<file path="src/rtl/merge.sv">
// -----------------------------------------------------------------------------
// merge -- N-to-1 master-side request arbiter.
//
// Collects native requests from N_MASTERS masters, grants one at a time,
// forwards the granted request to the single downstream split stage, and
// routes the slave response back to the granted master only.
//
// Parameters
//   N_MASTERS : number of masters (2..16)
//   REQ_W     : request slot width;  slot MSB is valid
//   RESP_W    : response slot width; slot bit 0 is ready
//   The REQ_W/RESP_W defaults describe the interconnect.vh slot layouts:
//     request  = {valid, we, addr[31:0], wdata[31:0]}  (66 bits)
//     response = {rdata[31:0], ready}                  (33 bits)
//
// Ports
//   clk    in  : system clock, rising edge
//   rst_n  in  : asynchronous active-low reset
//   m_req  in  : N_MASTERS request slots, slot i at [(i+1)*REQ_W-1 : i*REQ_W]
//   m_resp out : N_MASTERS response slots, slot i at [(i+1)*RESP_W-1 : i*RESP_W]
//   s_req  out : request forwarded to the split stage
//   s_resp in  : response from the split stage
//
// Configuration macro
//   MERGE_RR_EN : defined   -> round-robin arbitration with a rotating pointer
//                 undefined -> fixed priority, lowest-index valid master wins
// -----------------------------------------------------------------------------
module merge #(
  parameter int N_MASTERS = 2,
  parameter int REQ_W     = 66,
  parameter int RESP_W    = 33
) (
  input  logic                        clk,
  input  logic                        rst_n,
  input  logic [N_MASTERS*REQ_W-1:0]  m_req,
  output logic [N_MASTERS*RESP_W-1:0] m_resp,
  output logic [REQ_W-1:0]            s_req,
  input  logic [RESP_W-1:0]           s_resp
);

  localparam int GW = $clog2(N_MASTERS);

  typedef enum logic {
    IDLE = 1'b0,
    BUSY = 1'b1
  } state_t;

  state_t              state, state_next;
  logic [GW-1:0]       grant, grant_next;
  logic [GW-1:0]       base;
  logic [GW-1:0]       winner;
  logic                found;
  logic [GW:0]         cand;
  logic [N_MASTERS-1:0] valids;

  // Valid bit of every master slot.
  for (genvar i = 0; i < N_MASTERS; i++) begin : g_valid
    assign valids[i] = m_req[i*REQ_W + REQ_W - 1];
  end

`ifdef MERGE_RR_EN
  logic [GW-1:0] ptr, ptr_next;

  // Search starts at the rotating pointer.
  assign base = ptr;
`else
  // Fixed priority: search always starts at master 0.
  assign base = '0;
`endif

  // Winner search: first valid master at or above base, wrapping past the
  // top index. cand is one bit wider than an index so base+k can be folded
  // back into range with a single subtraction.
  always_comb begin
    winner = '0;
    found  = 1'b0;
    cand   = '0;
    for (int k = 0; k < N_MASTERS; k++) begin
      cand = {1'b0, base} + (GW+1)'(k);
      if (cand >= (GW+1)'(N_MASTERS)) begin
        cand = cand - (GW+1)'(N_MASTERS);
      end
      if (!found && valids[cand[GW-1:0]]) begin
        found  = 1'b1;
        winner = cand[GW-1:0];
      end
    end
  end

  // State register. Reset forces IDLE at once, which is what drops s_req
  // (and all responses) asynchronously when rst_n falls mid-transaction.
  always_ff @(posedge clk or negedge rst_n) begin
    if (!rst_n) begin
      state <= IDLE;
      grant <= '0;
`ifdef MERGE_RR_EN
      ptr   <= '0;
`endif
    end else begin
      state <= state_next;
      grant <= grant_next;
`ifdef MERGE_RR_EN
      ptr   <= ptr_next;
`endif
    end
  end

  // Next state and outputs. In BUSY the granted slot is forwarded
  // combinationally in both directions, so a dropped valid from the owner
  // shows up on s_req and ready reaches the owner in the same cycle.
  // Requests from other masters are not looked at until the next IDLE.
  always_comb begin
    state_next = state;
    grant_next = grant;
`ifdef MERGE_RR_EN
    ptr_next   = ptr;
`endif
    s_req      = '0;
    m_resp     = '0;

    case (state)
      IDLE: begin
        // Ready seen here belongs to no transaction and is ignored.
        if (found) begin
          state_next = BUSY;
          grant_next = winner;
        end
      end
      BUSY: begin
        s_req = m_req[int'(grant)*REQ_W +: REQ_W];
        m_resp[int'(grant)*RESP_W +: RESP_W] = s_resp;
        if (s_resp[0]) begin
          state_next = IDLE;
`ifdef MERGE_RR_EN
          // Move past the master just served.
          ptr_next = (grant == GW'(N_MASTERS - 1)) ? '0 : grant + GW'(1);
`endif
        end
      end
    endcase
  end

endmodule
</file>
<file path="config.mk">
export PLATFORM = sky130hd
export DESIGN_NAME = merge
export DESIGN_NICKNAME = d
export VERILOG_FILES = /design/src/rtl/merge.sv
export SDC_FILE = /design/constraint.sdc
export NUM_CORES = 1
export LEC_CHECK = 0
export BUFFER_PORTS_ARGS = -buffer_cell sky130_fd_sc_hd__buf_2
export CAP_MARGIN = 40
export CORE_AREA = 2 2 115 117
export CTS_CLUSTER_DIAMETER = 40
export DETAILED_ROUTE_END_ITERATION = 7
export DIE_AREA = 0 0 117 119
export HOLD_SLACK_MARGIN = 0.08
export PLACE_DENSITY = 0.56
export SETUP_SLACK_MARGIN = 0.3
export SYNTH_ARGS = -nofsm -noshare
export SYNTH_HDL_FRONTEND = slang
export SYNTH_SLANG_ARGS = --single-unit
</file>
<file path="constraint.sdc">
create_clock -name clk -period 2.6 [get_ports clk]
set_input_delay 0.39 -clock clk [delete_from_list [all_inputs] [get_ports clk]]
set_output_delay 0.39 -clock clk [all_outputs]
set_load 0.02 [all_outputs]
</file>
=== Word level (Yosys, flattened, before mapping) ===
Index checks and enable logic that the tools add are counted.

* Logic and storage cells: 21
* Output and inout port bits: 132
* Bits in registers: 2
* Memory bits (writable): 0
* Memories: 0
* Bits in read-only memories: 0
* Input port bits: 167
* Bits in latches: 0

* Magnitude comparators: 0
* Shift operators: 3
* Reduce and logical (&&, ||, !) cells: 3
* Add/sub/neg operators: 1
* Divide/modulo/power cells: 0
* Multipliers: 2
* Equality and inequality tests: 0
* Mux-type cells: 8
* Bitwise operators: 2

{| class="wikitable"
|+ Operators with widths
! operator !! count
|-
| two-way mux 66 bit || 2
|-
| indexed part select 132 x 9 -> 66 bit || 1
|-
| bitwise AND 66 bit || 1
|-
| variable shift 33 x 33 -> 66 bit, first input constant || 1
|-
| indexed part select 33 x 33 -> 66 bit || 1
|-
| negation 7 -> 33 bit || 1
|-
| multiplier 1 x 6 -> 7 bit, second input constant || 2
|-
| two-way mux 1 bit || 5
|-
| one-hot mux 1 bit (2 select lines) || 1
|-
| AND reduction 2 bit || 1
|-
| logical AND 1 bit || 1
|-
| zero test 1 bit || 1
|-
| inverter 1 bit || 1
|}

=== Depth between registers and ports, before layout ===
* Word-level depth: 6
* Mapped depth: 5

=== Least setup slack after synthesis ===
OpenSTA, ideal clock, no wires.

* Path kind: reg2out
* From: register state
* To: output port s_req[35]
* Arrival: 1102 ps
* Path slack: 1108 ps
* Cell stages (with the launch flop): 6
* Buffers on the path: 3
* Path through: dfrtp_1 buf_4 inv_2 buf_2 buf_6 nor2_1

* Cells in the longest elaborated chain, start to end: 1

{| class="wikitable"
|+ RTL lines
! element !! RTL line !! RTL
|-
| start: declaration || 48 || <nowiki>state_t state, state_next;</nowiki>
|-
| start signal: assignment || 100 || <nowiki>state <= state_next;</nowiki>
|-
| two-way mux 66 bit || 121 || <nowiki>case (state)</nowiki>
|-
| end: declaration || 37 || <nowiki>output logic [REQ_W-1:0] s_req,</nowiki>
|}

Every way passes these cells.

=== Final worst setup path ===
* From: register grant
* To: output port s_req[22]

* Cells in the longest elaborated chain, start to end: 3

{| class="wikitable"
|+ RTL lines
! element !! RTL line !! RTL
|-
| start: declaration || 49 || <nowiki>logic [GW-1:0] grant, grant_next;</nowiki>
|-
| start signal: assignment || 101 || <nowiki>grant <= grant_next;</nowiki>
|-
| multiplier 1 x 6 -> 7 bit || 130 || <nowiki>s_req = m_req[int'(grant)*REQ_W +: REQ_W];</nowiki>
|-
| indexed part select 132 x 9 -> 66 bit || 130 ||
|-
| two-way mux 66 bit || 121 ||
|}

Every way passes these cells.

==> run metrics <==
DPL Wire Length=6160 um; Clk pin slew, worst setup/hold paths=0.03 ns; initial antenna violation count=0; worst path required time=2.21 ns; setup TNS=0 ns; RD Place Congestion=0.816; Cell variety after synth=15; vias per std cell=3.76; VDD IR max=0.247 mV; Hold Path Class=primary input to flop; share of cells above drive strength 1=59.9%; total die area=0.0139 mm^2; # nets final=682; Core ar.=0.0129 mm^2; final hold violations=0; area delta synth->final=107%; CP max stage cell=buf_4; reg2reg end=grant$_DFFE_PN0P_; Max stage delay on crit path=0.47 ns; reg2reg start=grant$_DFFE_PN0P_; Clock Tree Buf Depth=2; fill count=1451; CTS root buf=clkbuf_16; Reg power frac=2.8%; Post-Place Setup Slack=0.837 ns; Internal Power=0.763 mW; Syn Std Cell Area=0.00158 mm^2; Initial Utilization=12.3%; gr usage total=8.77%; status=complete, no violations; hold path startpoint=m_req[65]; postcts setup bufs=0; leak pwr=2.18 nW; Final setup viols=0; Highest Clock Rate=0.497 GHz; Post-Syn Instances=231; Min-Delay Endpoint=grant$_DFFE_PN0P_; first-pass GRT wire length=10200 um; worst path arrival time=1.62 ns; Max FO, Critical Path=53; Ports=299; DRC Markers=0; DIE HEIGHT=119 um; H-tree depth=1; DR WL/cell=10.8 um; CP startpoint kind=flop; Hold Path Depth=2; Vias=2594; post-synth net total=398; Setup Skew=0.00294 ns; area of the multi-input gates=0.00135 mm^2; storage element area=53.8 um^2; Post-Route WL=7460 um; switching power=0.823 mW; critical path class=flop to output port; Die W=117 um; CP startpoint=grant$_DFFE_PN0P_; floorplan row count=42; Comb power frac=82.2%; CTS Buf Count=3; vias in the first global route=2145; worst setup margin=0.588 ns; post-synth top area share=41.8%; yosys warns=0; RSZ-0062 raised after global routing=false; fin crit share=77.4%; diode count=0; syn_area_per_cell=6.85 um^2; number of synthesized register bits=2; Synth area leader=mux2i_1; TritonRoute pass-1 iters=5; antenna viol nets, final=0; worst-path cell chain=buf_4 -> mux2i_1 -> nor2_1 -> buf_2; Worst-Skew Late Latency=0.22 ns; power density over the cells=484 mW/mm^2; maxcap violations=0; Pins Over Slew Limit=0; number of DRC markers in iteration 0=99; Slew @ Worst Pin=0.586 ns; Seq/Total Area, Yosys=3.16%; Area contributors post-synth=mux2i_1 42%, nor2_1 16%, and2_1 13%, and3_1 13%, buf_6 6.4%; Slew headroom=60.9%; crit path capture type=output port; clock sinks=2; R2R depth=2; largest net degree at the start of global routing=60; Sw Share=51.9%; clock group share of total power=15.0%; TritonCTS clock tree=yes; Overflow after GRT=0; Port Buffers=298; worst reg2reg setup slack=1.60 ns; Worst Path Buf+Inv=2; critical path's top delay family=buffers and inverters; min Tclk post-route=2.01 ns
==> Yosys cell counts <==
cell type,count
mux2i_1,66
nor2_1,66
and2_1,33
and3_1,33
clkbuf_1,12
buf_6,9
buf_4,3
dfrtp_1,2
a21oi_1,1
a2bb2oi_1,1
and2b_1,1
buf_2,1
inv_2,1
nor2b_1,1
nor3_1,1
==> cells in the final DEF, fill, tap and decap left out, drive strengths merged, types with 2 or more instances in the layout <==
cell type / instances
mux2i: 66
dfrtp: 2
nor2: 66
buf: 303
and3: 33
clkbuf: 4
and2: 33
==> worst max path at each step <==
stage,end,slack [ns],cells past startpoint
final,s_req[22],0.59,4
after global routing,s_req[22],0.45,4
after CTS,s_req[13],0.60,4
after detailed placement,s_req[13],0.84,4
after global placement,s_req[19],0.85,4
after floorplan,s_req[35],1.11,5
==> per-layer routing <==
metal	vias up	GRT usage (%)	routed length [um]
met5	-	0	0
met1	1108	10.8	3080
met2	141	16.3	3680
li1	1341	-	-
met4	0	1.47	17
met3	4	1.07	689
==> worst register-to-register path, cell delays in order, from the launching register on <==
cell and delay [ns]:
dfrtp_4 0.42, buf_12 0.28, a2bb2oi_1 0.22
==> stage by stage <==
| stage | cells | instance area, um^2 | hold slack (ns) | utilization [%] | total power [mW] |
|---|---|---|---|---|---|
| after floorplan | 231 | 1580 | 0.0944 | - | 0.944 |
| after detailed placement | 685 | 3190 | 0.187 | 24.7 | 1.35 |
| after global routing | 690 | 3270 | 0.400 | 25.4 | 1.70 |
| after global placement | 685 | 3190 | 0.185 | 24.7 | 1.35 |
| final | 690 | 3270 | 0.384 | 25.4 | 1.59 |
| after CTS | 690 | 3270 | 0.388 | 25.4 | 1.60 |
==> power by group through the flow <==
stage	registers [mW]	clock network, mW	logic [mW]
after floorplan	0.0383	0	0.906
after global placement	0.0450	0	1.30
after detailed placement	0.0454	0	1.30
after CTS	0.0451	0.243	1.31
after global routing	0.0456	0.248	1.40
final	0.0449	0.238	1.30
==> state kept, by name (all words and copies together), names as in the netlist <==
signal	cells
grant	1
state	1
==> kinds of logic after synthesis <==
kind of cell / count (synthesis) / synth area share, %
compound gates: 2 / 0.870
buf+inv: 26 / 11.2
flops: 2 / 3.16
mux: 66 / 41.8
simple gates: 135 / 43.0
==> repair_timing <==
| action | 4_1_cts | 5_1_grt |
|---|---|---|
| hold endpoints to repair | 2 | 0 |
| resized for setup | 0 | 0 |
| hold buffers | 1 | 0 |
==> area by class of cell <==
cell class | instances | area share (%)
Clock buffer | 4 | 2.41
Inverter | 1 | 0.115
Multi-Input combinational cell | 203 | 41.3
Sequential cell | 2 | 1.64
Tap cell | 176 | 6.73
Timing Repair Buffer | 304 | 47.8
Power figures use the tool's default switching activity.
